==> src/rtl/apb_grgpio.sv <==
// apb_grgpio: APB-slave general-purpose I/O port, up to 32 bits.
// Holds output/direction/interrupt registers with OR/AND/XOR write aliases,
// a two-flop pin synchroniser and a single registered interrupt line.
// Optional feature: define GPIO_PULSE_EN to add the per-bit output toggle
// (pulse) register at offset 0x4C.
module apb_grgpio #(
  parameter int          nbits = 8,
  parameter logic [31:0] imask = 32'h0,
  parameter bit          oepol = 1'b0
) (
  input  logic        clk,
  input  logic        rstn,
  input  logic        apbi_psel,
  input  logic        apbi_penable,
  input  logic [31:0] apbi_paddr,
  input  logic        apbi_pwrite,
  input  logic [31:0] apbi_pwdata,
  output logic [31:0] apbo_prdata,
  output logic        apbo_pirq,
  input  logic [31:0] gpioi_din,
  output logic [31:0] gpioo_dout,
  output logic [31:0] gpioo_oen,
  output logic [31:0] gpioo_val
);

  // Implemented bits, and the subset that may raise an interrupt.
  localparam logic [31:0] wmask     = (nbits >= 32) ? 32'hFFFF_FFFF
                                                    : ((32'd1 << nbits) - 32'd1);
  localparam logic [31:0] imask_eff = wmask & imask;
  localparam logic [4:0]  nbits_m1  = 5'(nbits - 1);
`ifdef GPIO_PULSE_EN
  localparam logic        pulse_cap = 1'b1;
`else
  localparam logic        pulse_cap = 1'b0;
`endif

  typedef enum logic [2:0] {OP_NONE, OP_SET, OP_OR, OP_AND, OP_XOR} op_e;

  logic [31:0] out_q, dir_q, msk_q, pol_q, edg_q;
  logic [31:0] sync1_q, sync2_q, prev_q;
  logic [31:0] pulse_q;
  logic        pirq_q;

  logic        wr;
  logic [7:0]  off;
  op_e         out_op, dir_op, msk_op;
  logic        pol_we, edg_we;
  logic [31:0] req, level_hit, edge_hit;
  logic        unused_addr;

  assign wr          = apbi_psel & apbi_penable & apbi_pwrite;
  assign off         = {apbi_paddr[7:2], 2'b00};
  assign unused_addr = ^{apbi_paddr[31:8], apbi_paddr[1:0]};

  // Apply a plain write or a logic alias to a register, keeping only writable bits.
  function automatic logic [31:0] apply(op_e op, logic [31:0] cur,
                                        logic [31:0] wd, logic [31:0] m);
    logic [31:0] res;
    res = cur;
    case (op)
      OP_SET:  res = wd & m;
      OP_OR:   res = (cur | wd) & m;
      OP_AND:  res = cur & wd;
      OP_XOR:  res = (cur ^ wd) & m;
      default: res = cur;
    endcase
    return res;
  endfunction

  // Decode the write address into per-register operations.
`ifdef GPIO_PULSE_EN
  logic pls_we;
`endif
  always_comb begin
    // NOTE: every output of a combinational block gets a default first so no latch is inferred.
    out_op = OP_NONE;
    dir_op = OP_NONE;
    msk_op = OP_NONE;
    pol_we = 1'b0;
    edg_we = 1'b0;
`ifdef GPIO_PULSE_EN
    pls_we = 1'b0;
`endif
    if (wr) begin
      case (off)
        8'h04: out_op = OP_SET;
        8'h08: dir_op = OP_SET;
        8'h0C: msk_op = OP_SET;
        8'h10: pol_we = 1'b1;
        8'h14: edg_we = 1'b1;
`ifdef GPIO_PULSE_EN
        8'h4C: pls_we = 1'b1;
`endif
        8'h54: out_op = OP_OR;
        8'h58: dir_op = OP_OR;
        8'h5C: msk_op = OP_OR;
        8'h64: out_op = OP_AND;
        8'h68: dir_op = OP_AND;
        8'h6C: msk_op = OP_AND;
        8'h74: out_op = OP_XOR;
        8'h78: dir_op = OP_XOR;
        8'h7C: msk_op = OP_XOR;
        default: ;
      endcase
    end
  end

  // Register file; an output write wins over a concurrent pulse toggle.
  always_ff @(posedge clk or negedge rstn) begin
    if (!rstn) begin
      out_q <= '0;
      dir_q <= '0;
      msk_q <= '0;
      pol_q <= '0;
      edg_q <= '0;
    end else begin
      // NOTE: sequential state uses non-blocking assignments so all flops update together.
      out_q <= (out_op == OP_NONE) ? (out_q ^ pulse_q)
                                   : apply(out_op, out_q, apbi_pwdata, wmask);
      dir_q <= apply(dir_op, dir_q, apbi_pwdata, wmask);
      msk_q <= apply(msk_op, msk_q, apbi_pwdata, imask_eff);
      if (pol_we) pol_q <= apbi_pwdata & imask_eff;
      if (edg_we) edg_q <= apbi_pwdata & imask_eff;
    end
  end

`ifdef GPIO_PULSE_EN
  // Pulse register: each set bit toggles its output every clock.
  always_ff @(posedge clk or negedge rstn) begin
    if (!rstn)       pulse_q <= '0;
    else if (pls_we) pulse_q <= apbi_pwdata & wmask;
  end
`else
  assign pulse_q = '0;
`endif

  // Two-flop input synchroniser plus one history flop for edge detection.
  always_ff @(posedge clk or negedge rstn) begin
    if (!rstn) begin
      sync1_q <= '0;
      sync2_q <= '0;
      prev_q  <= '0;
    end else begin
      sync1_q <= gpioi_din & wmask;
      sync2_q <= sync1_q;
      prev_q  <= sync2_q;
    end
  end

  assign level_hit = ~(sync2_q ^ pol_q);
  assign edge_hit  = level_hit & (prev_q ^ pol_q);
  assign req       = msk_q & ((edg_q & edge_hit) | (~edg_q & level_hit));

  // Registered OR of all per-bit interrupt requests.
  always_ff @(posedge clk or negedge rstn) begin
    if (!rstn) pirq_q <= 1'b0;
    else       pirq_q <= |req;
  end

  // Combinational read mux; aliases read back their target register.
  always_comb begin
    apbo_prdata = '0;
    if (apbi_psel) begin
      case (off)
        8'h00:                      apbo_prdata = sync2_q;
        8'h04, 8'h54, 8'h64, 8'h74: apbo_prdata = out_q;
        8'h08, 8'h58, 8'h68, 8'h78: apbo_prdata = dir_q;
        8'h0C, 8'h5C, 8'h6C, 8'h7C: apbo_prdata = msk_q;
        8'h10:                      apbo_prdata = pol_q;
        8'h14:                      apbo_prdata = edg_q;
        8'h18:                      apbo_prdata = {15'd0, pulse_cap, 11'd0, nbits_m1};
        8'h4C:                      apbo_prdata = pulse_q;
        default:                    apbo_prdata = '0;
      endcase
    end
  end

  // Unimplemented direction bits are 0, which maps to the inactive enable level.
  assign gpioo_dout = out_q;
  assign gpioo_val  = out_q;
  assign gpioo_oen  = dir_q ~^ {32{oepol}};
  assign apbo_pirq  = pirq_q;

endmodule

==> config.mk <==
export PLATFORM = sky130hd
export DESIGN_NAME = apb_grgpio
export DESIGN_NICKNAME = d
export VERILOG_FILES = /design/src/rtl/apb_grgpio.sv
export SDC_FILE = /design/constraint.sdc
export NUM_CORES = 1
export LEC_CHECK = 0
export ABC_AREA = 1
export CAP_MARGIN = 0
export CORE_MARGIN = 3
export CORE_UTILIZATION = 35
export CTS_CLUSTER_DIAMETER = 40
export DETAILED_ROUTE_END_ITERATION = 12
export GPL_TIMING_DRIVEN = 1
export PLACE_DENSITY_LB_ADDON = 0.15
export SLEW_MARGIN = 20
export SYNTH_ARGS = -nofsm -noshare
export SYNTH_HDL_FRONTEND = slang
export SYNTH_SLANG_ARGS = --single-unit
==> constraint.sdc <==
create_clock -name clk -period 1.5 [get_ports clk]
set_input_delay 0.225 -clock clk [delete_from_list [all_inputs] [get_ports clk]]
set_output_delay 0.225 -clock clk [all_outputs]
set_load 0.005 [all_outputs]
# ---- After elaboration in Yosys (flattened, before gate mapping)
# Cells that the tools add are included.
# Widths: inputs -> output; s select.
dict set report word_totals {
  in_bits 101
  reg_bits 113
  output_inout_bits 129
  elab_cells 67
}
dict set report classes {
  reduce_logical 11
  n_mux 12
  eq_ne 25
  n_bitwise 13
}
# operator n
set ops {}
lappend ops {{$pmux 32 s4} 2}
lappend ops {{$pmux 32 s5} 1}
lappend ops {{$and 32x32->32} 4}
lappend ops {{$mux 32} 2}
lappend ops {{$pmux 32 s2} 1}
lappend ops {{$eq 6x5->1 const B} 9}
lappend ops {{$pmux 3 s4} 3}
lappend ops {{$not 32->32} 1}
lappend ops {{$not 8->32} 1}
lappend ops {{$reduce_or 32->1} 1}
lappend ops {{$eq 3x2->1 const B} 6}
lappend ops {{$or 8x8->8} 2}
lappend ops {{$xor 8x8->8} 2}
lappend ops {{$eq 6x2->1 const B} 2}
lappend ops {{$reduce_or 4->1} 3}
lappend ops {{$eq 3x1->1 const B} 3}
lappend ops {{$eq 3x3->1 const B} 3}
lappend ops {{$mux 3} 3}
lappend ops {{$logic_not 8->1} 1}
lappend ops {{$reduce_bool 4->1} 2}
lappend ops {{$eq 6x1->1 const B} 1}
lappend ops {{$eq 6x3->1 const B} 1}
lappend ops {{$logic_not 3->1} 1}
lappend ops {{$reduce_or 3->1} 1}
lappend ops {{4 further kinds} 5}

# ---- Depth between registers and ports, before layout
# Gate-level depths: netlist of run 1.
dict set report depth {
  word_depth 6
  ltp_mapped 12
  depth_no_buf 10
}

# ---- Least setup slack after synthesis of run 1
# Ideal clock, no wire load.
dict set report synth_timing {
  kind {in2out}
  from {input apbi_paddr[5]}
  to {output apbo_prdata[0]}
  slack_ns -0.036
  arrival_ns 1.311
  stages 12
  required_time_ns 1.275
  path_cell_list {buf_4 > inv_1 > nor2_1 > nand2_2 > nand2_2 > nand2_1 > nand3_2 > buf_2 > nand2_1 > nand2_1 > nor2_1 > nor2_1}
}
dict set report synth_via {
  elab_chain_len 4
  word_cells_on_any_way 19
  cone_classes {eq/ne: 13; mux: 2; reduce/logical: 4}
}
# item line_no
set synth_rtl {}
lappend synth_rtl {{start: declaration} 15} ;# input logic [31:0] apbi_paddr,
lappend synth_rtl {{$eq 6x2->1 (tied with other cells)} 164} ;# case (off)
lappend synth_rtl {{$reduce_or 4->1} 164}
lappend synth_rtl {{$pmux 32 s5 (*)} 164}
lappend synth_rtl {{$mux 32 (*)} 163} ;# if (apbi_psel) begin
lappend synth_rtl {{end: declaration} 18} ;# output logic [31:0] apbo_prdata,
# Every way passes the cells marked *; elsewhere a longest branch is shown, timed or not.

# ---- Worst setup path in the final report of run 1
dict set report layout_timing {
  from {input apbi_paddr[7]}
  to {output apbo_prdata[10]}
}
# The elaborated chain is that of the path after synthesis.

==> summary.txt, run 1 <==
Clock tree
  – Clock latency on the worst-skew pair: 0.42 ns
  – Clock Sinks: 113
  – H-tree Lvls: 4
  – CTS tree: yes
  – Num CTS Buffers: 17
  – Max Root-Sink Buffers: 2
  – Clock root cell: clkbuf_16
  – Clock transition at path regs: 0.05 ns

Yosys
  – Async S/R FF share, synth: 1.00
  – Post-synth top flop: dfrtp_1
  – Synth top area share: 0.411
  – Post-Syn Area: 0.00688 mm2
  – Count of distinct cell types in the synthesized netlist: 26
  – #FFs+latches synth: 113
  – Syn Area/Cell: 6.98 um2
  – Ys Warns: 0
  – Synth Instances: 986
  – EDFF count, synth: 0
  – Cell taking the most area after synthesis: dfrtp_1
  – Most common cell in the synthesized netlist: nand2_1
  – Post-synthesis net count: 1,119
  – Post-synth top cells: nand2_1 (395), inv_1 (166), dfrtp_1 (113)
  – Area contributors post-synth: dfrtp_1 (41%), nand2_1 (22%), inv_1 (9.1%)
  – Post-synthesis sequential area ratio: 0.411

Outcome
  – Status: complete, but fails checks
  – Failing checks: setup timing

Power and ir drop
  – Leak: 0.00665 uW
  – Power Density: 858 mW/mm2
  – IR drop worst, VDD: 0.000810 V

Global routing
  – GRT overflow: 0
  – Vias in the first global route: 7,006
  – First-pass GRT wire length: 37.3 mm
  – Antenna violations before repair: 1
  – Largest net degree at the start of global routing: 52
  – Gr usage total: 0.218

Hold path
  – Min-Delay Path Class: in -> reg

STA
  – Final max-slew violation count: 0
  – Slew @ Worst Pin: 0.458 ns
  – Setup violators final: 33
  – RSZ-0062 raised after global routing: true
  – Post-route setup slack: -0.332 ns
  – Max Clk Rate: 546 MHz
  – Crit share post-route: 1.22
  – Fin Clk Skew: 0.00659 ns
  – Worst rel slew slack: 0.692
  – Final hold viol count: 0
  – Final min period: 1.83 ns

Cells and area
  – Area of the multi-input gates: 0.00342 mm2
  – Final cell count without fillers: 1,585
  – Reg area: 0.00283 mm2
  – Area delta synth->final: 63.8%
  – Fill count: 1,766
  – Antenna diode count: 0
  – Nets: 1,446
  – Layout cells sized above 1: 0.294

Floorplan
  – Die Y: 146 um
  – Die Area: 0.0214 mm2
  – Die W: 146 um
  – Std cell rows: 50
  – Initial core utilization: 0.362
  – IO Count: 230
  – Core box area: 0.0190 mm2

Critical path
  – Crit Path Max Fanout: 6
  – Worst EP arrival: 1.61 ns
  – CP required: 1.27 ns
  – Crit Path Category: in -> out
  – Critical path startpoint category: primary input
  – Kind of end point of the critical path: output pin

Placement
  – Pre-CTS WS: -1.13 ns
  – Gpl congestion: 0.860
  – HPWL after DPL: 16.3 mm
  – Port bufs: 179
  – Placed cell count: 1,481

Routing
  – Vias per cell: 4.64
  – Antenna-violating nets left: 0
  – Routed wire length: 24.3 mm
  – DRC violations left: 0
  – TritonRoute pass-1 iters: 5
  – Iteration-0 DRC Markers: 521
  – Drt wl/cell: 15.3 um
  – Via Count: 7,355

Job
  – Max-cap violation count: 0
## layout make-up
class | count | area share
clock inverters | 9 | 0.0115
flip-flops and latches | 113 | 0.251
well taps | 260 | 0.0289
inverters | 170 | 0.0579
multi-input cells | 640 | 0.303
clock buffers | 22 | 0.0430
repair buffers | 371 | 0.305
## final timing paths
path | from | to | slack, ns | cells past startpoint
min in group asynchronous | rstn | dir_q[25] | 0.26 | 2
worst min-delay path | gpioi_din[6] | sync1_q[6] | 0.24 | 1
worst min register to register | sync1_q[6] | sync2_q[6] | 0.35 | 0
worst max register to register | gpioo_dout[3] | gpioo_dout[3] | 0.07 | 10
max in group asynchronous | rstn | msk_q[5] | 0.65 | 3
worst max-delay path | apbi_paddr[7] | apbo_prdata[10] | -0.33 | 14
## registers in the layout, indices dropped and copies added (netlist names)
signal      cells
apbo_pirq       1
gpioo_dout     32
dir_q          32
msk_q          32
sync1_q         8
sync2_q         8
## power breakdown
| part | switching [uW] | internal (uW) | total (uW) |
|---|---|---|---|
| Combinational | 962 | 992 | 1950 |
| Clock | 1450 | 2770 | 4220 |
| Sequential | 170 | 3320 | 3490 |
| Total | 2580 | 7090 | 9670 |
## metrics by stage
| stage | hold slack [ns] | total power (uW) | util | TNS [ns] | cell area (um2) |
|---|---|---|---|---|---|
| 2_1_floorplan | -0.0706 | 4160 | - | -0.103 | 6890 |
| 3_3_place_gp | 0.154 | 5350 | 0.509 | -86.38 | 9680 |
| 3_5_place_dp | 0.147 | 5370 | 0.509 | -88.80 | 9680 |
| 4_1_cts | 0.228 | 9610 | 0.558 | -9.96 | 10600 |
| 5_1_grt | 0.231 | 10100 | 0.593 | -11.57 | 11300 |
| 6_report | 0.243 | 9670 | 0.593 | -8.71 | 11300 |
## critical path, stage by stage
cell and delay [ns]:
buf_8 0.11, nor2_4 0.19, nand2_2 0.12, nand2_4 0.12
nand2_4 0.06, nand3_4 0.10, buf_6 0.14, buf_12 0.13
buf_6 0.10, nand2_2 0.04, nand3_2 0.05, nand2_1 0.06
inv_1 0.05, buf_2 0.10
## layout by cell type, fill, tap and decap left out, drive strengths merged, types with 32 or more instances in the layout
| cell type | Yosys | routed |
|---|---|---|
| dlygate4sd2 | 0 | 94 |
| clkdlybuf4s50 | 0 | 40 |
| o21ai | 43 | 43 |
| a21oi | 36 | 36 |
| ha | 32 | 32 |
| nand2 | 399 | 399 |
| buf | 58 | 220 |
| nand3 | 47 | 47 |
| nor2 | 64 | 64 |
| clkbuf | 5 | 34 |
| dfrtp | 113 | 113 |
| inv | 170 | 168 |
## routing by layer
metal | track usage | part of all wire
met5 | 0 | 0.00053
met4 | 0.0720 | 0.025
met1 | 0.304 | 0.46
met3 | 0.0369 | 0.054
met2 | 0.347 | 0.46
## cell families after synthesis
group                      synth area share
buffers and inverters                 0.152
DFF                                   0.411
AOI/OAI and AO/OA                    0.0640
and+or+nand+nor                       0.315
adders and majority gates            0.0582
## repair_timing
action	4_1_cts	5_1_grt
resized for setup	283	151
setup buffers	35	37
pin swaps	18	48
cloned	2	4
hold buffers	1	0
hold endpoints to repair	15	0
setup endpoints to repair	225	48
Note: power is estimated with default switching activity, not from simulation.
==> inputs of run 2 (changes only) <==
--- a/config.mk
+++ b/config.mk
@@ -7,8 +7,10 @@
 export LEC_CHECK = 0
 export ABC_AREA = 1
 export CAP_MARGIN = 0
+export CELL_PAD_IN_SITES_DETAIL_PLACEMENT = 0
+export CELL_PAD_IN_SITES_GLOBAL_PLACEMENT = 1
 export CORE_MARGIN = 3
-export CORE_UTILIZATION = 35
+export CORE_UTILIZATION = 29
 export CTS_CLUSTER_DIAMETER = 40
 export DETAILED_ROUTE_END_ITERATION = 12
 export GPL_TIMING_DRIVEN = 1
==> run 2 against run 1 <==
Via count decreased by 2.9%. The flow still finishes with violations (setup timing). Worst hold slack worse by 0.022 ns. Sequential share of layout area fell by 0.29 points. Register-to-register slack barely moved.
==> summary.txt, run 2 (same netlist as run 1, synthesis figures left out) <==
Critical path
  – Kind of end point of the critical path: output pin (unchanged)
  – CP required: 1.27 ns (about the same)
  – Worst EP arrival: 1.56 ns (was 1.61 ns)
  – Worst R2R Path Depth: 10 (unchanged)
  – Flop-to-flop setup slack: 0.08 ns (was 0.07 ns)
  – Reg2reg start: gpioo_dout[0] (was gpioo_dout[3])
  – Crit Path Max Fanout: 6 (unchanged)
  – Critical path startpoint category: primary input (unchanged)
  – Worst reg2reg endpoint: gpioo_dout[0] (was gpioo_dout[3])
  – Crit Path Category: in -> out (unchanged)

Power and ir drop
  – IR drop worst, VDD: 0.000625 V (was 0.000810 V)
  – Power Density: 837 mW/mm2 (was 858 mW/mm2)
  – Leak: 0.00683 uW (was 0.00665 uW)

Cells and area
  – Final cell count without fillers: 1,633 (was 1,585)
  – Final core occ: 0.496 (was 0.593)
  – Area of the multi-input gates: 0.00353 mm2 (was 0.00342 mm2)
  – Commonest cells after routing, fill and taps aside: nand2_1 (326), inv_1 (150), buf_4 (135), dfrtp_1 (112), dlygate4sd2_1 (90) (was nand2_1 (340), inv_1 (150), buf_4 (130), dfrtp_1 (113), dlygate4sd2_1 (94))
  – Layout cells sized above 1: 0.307 (was 0.294)
  – Area delta synth->final: 65.8% (was 63.8%)
  – Leading cell type in the layout, fill and taps excluded: nand2_1 (unchanged)
  – Antenna diode count: 0 (unchanged)
  – Nets: 1,440 (was 1,446)
  – Fill count: 2,381 (was 1,766)
  – Reg area: 0.00283 mm2 (about the same)

Floorplan
  – IO Count: 230 (unchanged)
  – Die Area: 0.0256 mm2 (was 0.0214 mm2)
  – Initial core utilization: 0.299 (was 0.362)
  – Std cell rows: 55 (was 50)
  – Core box area: 0.0230 mm2 (was 0.0190 mm2)
  – Die W: 160 um (was 146 um)
  – Die Y: 160 um (was 146 um)

Outcome
  – Status: complete, but fails checks (unchanged)
  – Failing checks: setup timing (unchanged)

Routing
  – Vias per cell: 4.37 (was 4.64)
  – TritonRoute pass-1 iters: 5 (unchanged)
  – Drt wl/cell: 15.2 um (was 15.3 um)
  – Routed wire length: 24.9 mm (was 24.3 mm)
  – DRC violations left: 0 (unchanged)
  – Antenna-violating nets left: 0 (unchanged)
  – Iteration-0 DRC Markers: 306 (was 521)
  – Via Count: 7,140 (was 7,355)

STA
  – Fin Clk Skew: 0.00864 ns (was 0.00659 ns)
  – Max Clk Rate: 559 MHz (was 546 MHz)
  – Setup TNS: -9.44 ns (was -8.71 ns)
  – Final hold viol count: 0 (unchanged)
  – Crit share post-route: 1.19 (was 1.22)
  – Slew @ Worst Pin: 0.402 ns (was 0.458 ns)
  – Post-route setup slack: -0.290 ns (was -0.332 ns)
  – Final max-slew violation count: 0 (unchanged)
  – Setup violators final: 74 (was 33)
  – Final min period: 1.79 ns (was 1.83 ns)
  – Worst rel slew slack: 0.730 (was 0.692)
  – WHS: 0.221 ns (was 0.243 ns)
  – RSZ-0062 raised after global routing: true (unchanged)

Global routing
  – Gr usage total: 0.198 (was 0.218)
  – Antenna violations before repair: 2 (was 1)
  – Vias in the first global route: 7,216 (was 7,006)
  – GRT overflow: 0 (unchanged)
  – Largest net degree at the start of global routing: 29 (was 52)
  – First-pass GRT wire length: 39.7 mm (was 37.3 mm)

Clock tree
  – Max Root-Sink Buffers: 2 (unchanged)
  – H-tree Lvls: 4 (unchanged)
  – Clock transition at path regs: 0.06 ns (was 0.05 ns)
  – Clock Sinks: 113 (unchanged)
  – Clock latency on the worst-skew pair: 0.42 ns (about the same)
  – Clock root cell: clkbuf_16 (unchanged)
  – Num CTS Buffers: 17 (unchanged)
  – CTS tree: yes (unchanged)

Job
  – Max-cap violation count: 0 (unchanged)

Placement
  – HPWL after DPL: 17.6 mm (was 16.3 mm)
  – Placed cell count: 1,536 (was 1,481)
  – Gpl congestion: 0.832 (was 0.860)
  – Port bufs: 179 (unchanged)

Hold path
  – Min-Delay Path Class: in -> async (was in -> reg)
==> run 2: metal layers <==
metal  part of all wire  GRT usage
met5            0.00084          0
met4              0.017     0.0489
met3              0.050     0.0405
met2               0.44      0.307
met1               0.49      0.282
==> run 2: worst max-delay path, stage by stage <==
cell and delay, ns:
buf_6 0.11, nor2_1 0.13, nand2_2 0.11, inv_1 0.11, nand2_2 0.08, nand3_4 0.12
buf_12 0.12, buf_16 0.13, buf_8 0.11, nand2_4 0.04, nand3_2 0.05, nand2_1 0.06
inv_1 0.06, buf_2 0.10
==> run 2: layout make-up <==
cell class | instances | share of cell area
Timing Repair Buffer | 365 | 0.301
Multi-Input combinational cell | 640 | 0.309
Tap cell | 313 | 0.0343
Clock inverter | 14 | 0.0127
Sequential cell | 113 | 0.248
Clock buffer | 18 | 0.0385
Inverter | 170 | 0.0564
==> run 2: how the worst max path moves through the flow <==
stage / from / cells after the start / slack (ns) / endpoint
2_1_floorplan: apbi_paddr[5] / 12 / -0.009 / apbo_prdata[14]
3_3_place_gp: apbi_paddr[7] / 11 / -1.12 / apbo_prdata[0]
3_5_place_dp: apbi_paddr[4] / 11 / -1.16 / apbo_prdata[29]
4_1_cts: apbi_paddr[6] / 16 / -0.32 / apbo_prdata[15]
5_1_grt: apbi_paddr[7] / 14 / -0.35 / apbo_prdata[1]
6_report: apbi_paddr[4] / 14 / -0.29 / apbo_prdata[13]
==> run 2: metrics by stage <==
step                      area, um2  setup slack (ns)  power [uW]
final                         11400            -0.290        9550
after global routing          11400            -0.347       10000
after CTS                     11300            -0.315        9660
after detailed placement       9800             -1.16        5430
after global placement         9800             -1.12        5430
after floorplan                6890          -0.00938        4160
==> run 2: what timing repair did <==
item                                   4_1_cts  5_1_grt
endpoints found under the hold margin       95        0
setup endpoints to repair                  225      124
gates resized for setup                    414       53
pin swaps                                   48       24
setup buffers                               63        0
gates cloned                                 7        0
hold buffers                                 1        0
==> run 2: where the power goes <==
| part | total (uW) | internal [uW] | switching (uW) |
|---|---|---|---|
| registers | 3490 | 3320 | 172 |
| logic | 2020 | 1020 | 1000 |
| clock network | 4030 | 2380 | 1650 |
| total | 9550 | 6720 | 2830 |
==> inputs of run 3 (changes only) <==
--- a/config.mk
+++ b/config.mk
@@ -9,6 +9,7 @@
 export CAP_MARGIN = 0
 export CELL_PAD_IN_SITES_DETAIL_PLACEMENT = 0
 export CELL_PAD_IN_SITES_GLOBAL_PLACEMENT = 1
+export CORE_ASPECT_RATIO = 0.8
 export CORE_MARGIN = 3
 export CORE_UTILIZATION = 29
 export CTS_CLUSTER_DIAMETER = 40
==> run 3 against run 2 <==
The run still ends with setup timing left. Cell area hardly changed. Highest routed layer is now met4. Critical endpoint is now apbo_prdata[3]. Global-route usage increased by 1.5 points. Total power up 2.3%. Die area barely moved. Worst hold slack better by 0.024 ns. Wire length is 7.9% higher. Count of clock-buffer cells in the layout unchanged. Non-clock buffer count up 13. Via count is 1.4% higher.
==> summary.txt, run 3 (same netlist as run 1, synthesis figures left out) <==
Global routing
  – Largest net degree at the start of global routing: 31 (was 29)
  – Vias in the first global route: 7,217 (was 7,216)
  – First-pass GRT wire length: 41.2 mm (was 39.7 mm)
  – Gr usage total: 0.213 (was 0.198)
  – Antenna violations before repair: 0 (was 2)
  – GRT overflow: 0 (unchanged)

Cells and area
  – Fill count: 2,303 (was 2,381)
  – Layout cells sized above 1: 0.307 (about the same)
  – Leading cell type in the layout, fill and taps excluded: nand2_1 (unchanged)
  – Antenna diode count: 0 (unchanged)
  – Area delta synth->final: 65.8% (about the same)
  – Reg area: 0.00283 mm2 (about the same)
  – Commonest cells after routing, fill and taps aside: nand2_1 (336), inv_1 (152), buf_4 (147), dfrtp_1 (111), dlygate4sd2_1 (89) (was nand2_1 (326), inv_1 (150), buf_4 (135), dfrtp_1 (112), dlygate4sd2_1 (90))
  – Final core occ: 0.499 (was 0.496)
  – Nets: 1,453 (was 1,440)
  – Area of the multi-input gates: 0.00344 mm2 (was 0.00353 mm2)

Clock tree
  – CTS tree: yes (unchanged)
  – Clock transition at path regs: 0.06 ns (about the same)
  – Clock latency on the worst-skew pair: 0.41 ns (was 0.42 ns)
  – Max Root-Sink Buffers: 2 (unchanged)
  – Clock Sinks: 113 (unchanged)
  – H-tree Lvls: 4 (unchanged)
  – Num CTS Buffers: 17 (unchanged)
  – Clock root cell: clkbuf_16 (unchanged)

Power and ir drop
  – Overall power: 9770 uW (was 9550 uW)
  – IR drop worst, VDD: 0.000699 V (was 0.000625 V)
  – Power Density: 856 mW/mm2 (was 837 mW/mm2)
  – Leak: 0.00670 uW (was 0.00683 uW)

Routing
  – Antenna-violating nets left: 0 (unchanged)
  – TritonRoute pass-1 iters: 5 (unchanged)
  – Via Count: 7,243 (was 7,140)
  – Drt wl/cell: 16.4 um (was 15.2 um)
  – Vias per cell: 4.42 (was 4.37)
  – Iteration-0 DRC Markers: 513 (was 306)
  – DRC violations left: 0 (unchanged)
  – Routed wire length: 26.9 mm (was 24.9 mm)

Placement
  – Port bufs: 179 (unchanged)
  – Pre-CTS WS: -1.16 ns (about the same)
  – Gpl congestion: 0.845 (was 0.832)
  – HPWL after DPL: 18.2 mm (was 17.6 mm)

Floorplan
  – Std cell rows: 49 (was 55)
  – IO Count: 230 (unchanged)
  – Die Y: 144 um (was 160 um)
  – Initial core utilization: 0.301 (was 0.299)
  – Core box area: 0.0229 mm2 (was 0.0230 mm2)
  – Die W: 178 um (was 160 um)
  – Die Area: 0.0256 mm2 (about the same)

STA
  – Post-route setup slack: -0.271 ns (was -0.290 ns)
  – Max Clk Rate: 565 MHz (was 559 MHz)
  – Crit share post-route: 1.18 (was 1.19)
  – Final max-slew violation count: 0 (unchanged)
  – Slew @ Worst Pin: 0.478 ns (was 0.402 ns)
  – Setup TNS: -6.94 ns (was -9.44 ns)
  – Worst rel slew slack: 0.679 (was 0.730)
  – Final hold viol count: 0 (unchanged)
  – Final min period: 1.77 ns (was 1.79 ns)
  – Fin Clk Skew: 0.00450 ns (was 0.00864 ns)
  – Setup violators final: 32 (was 74)
  – RSZ-0062 raised after global routing: true (unchanged)

Outcome
  – Status: complete, but fails checks (unchanged)
  – Failing checks: setup timing (unchanged)

Critical path
  – Crit Path Max Fanout: 6 (unchanged)
  – Worst EP arrival: 1.55 ns (was 1.56 ns)
  – Critical path startpoint category: primary input (unchanged)
  – Crit Path Category: in -> out (unchanged)
  – CP required: 1.27 ns (about the same)
  – Kind of end point of the critical path: output pin (unchanged)

Job
  – Max-cap violation count: 0 (unchanged)

Hold path
  – Min-Delay Path Class: in -> reg (was in -> async)
## run 3: worst paths after layout
path / to / startpoint / slack (ns) / cells past startpoint
setup / recovery: apbo_prdata[3] / apbi_paddr[5] / -0.27 / 15
max in group asynchronous: msk_q[18] / rstn / 0.60 / 3
setup reg to reg: gpioo_dout[3] / gpioo_dout[3] / 0.09 / 10
hold / removal: sync1_q[0] / gpioi_din[0] / 0.24 / 1
hold reg to reg: sync2_q[0] / sync1_q[0] / 0.35 / 0
min in group asynchronous: gpioo_dout[26] / rstn / 0.31 / 2
## run 3: metrics by stage
stage	instance area, um2	instances	hold WS (ns)
final	11400	1639	0.245
after global routing	11400	1639	0.223
after CTS	11300	1640	0.228
after detailed placement	9800	1532	0.222
after global placement	9800	1532	0.224
after floorplan	6890	986	-0.0706
## run 3: report_power, final
group / leakage, uW / internal (uW) / switching (uW)
clock network: 0.000291 / 2510 / 1680
registers: 0.00146 / 3320 / 168
logic: 0.00495 / 1040 / 1050
## run 3: metal layers
| layer | wire (um) | part of all wire | track usage |
|---|---|---|---|
| met3 | 1300 | 0.048 | 0.0365 |
| met4 | 178 | 0.0066 | 0.0381 |
| met5 | 0 | 0 | 0 |
| met1 | 13700 | 0.51 | 0.321 |
| met2 | 11700 | 0.43 | 0.322 |
## run 3: layout make-up
cell class,count,share of cell area
repair buffers,378,0.307
well taps,306,0.0336
flip-flops and latches,113,0.248
multi-input cells,640,0.302
inverters,170,0.0568
clock buffers,18,0.0376
clock inverters,14,0.0148
## run 3: repair_timing
item | in CTS | in global routing
hold buffers | 1 | 0
pin swaps | 36 | 42
endpoints found under the hold margin | 25 | 0
setup buffers | 69 | 5
setup endpoints to repair | 225 | 59
resized for setup | 403 | 57
gates cloned | 7 | 2
## run 3: worst max-delay path, cell delays in order
cell and delay (ns):
buf_6 0.12, inv_4 0.05, nor2_4 0.03, nand2_4 0.09
nand2_4 0.08, nand2_4 0.07, nand3_4 0.07, buf_12 0.14
buf_12 0.12, buf_8 0.12, nand2_1 0.06, nand2_1 0.06
nor2_2 0.11, nor2_1 0.05, buf_2 0.12
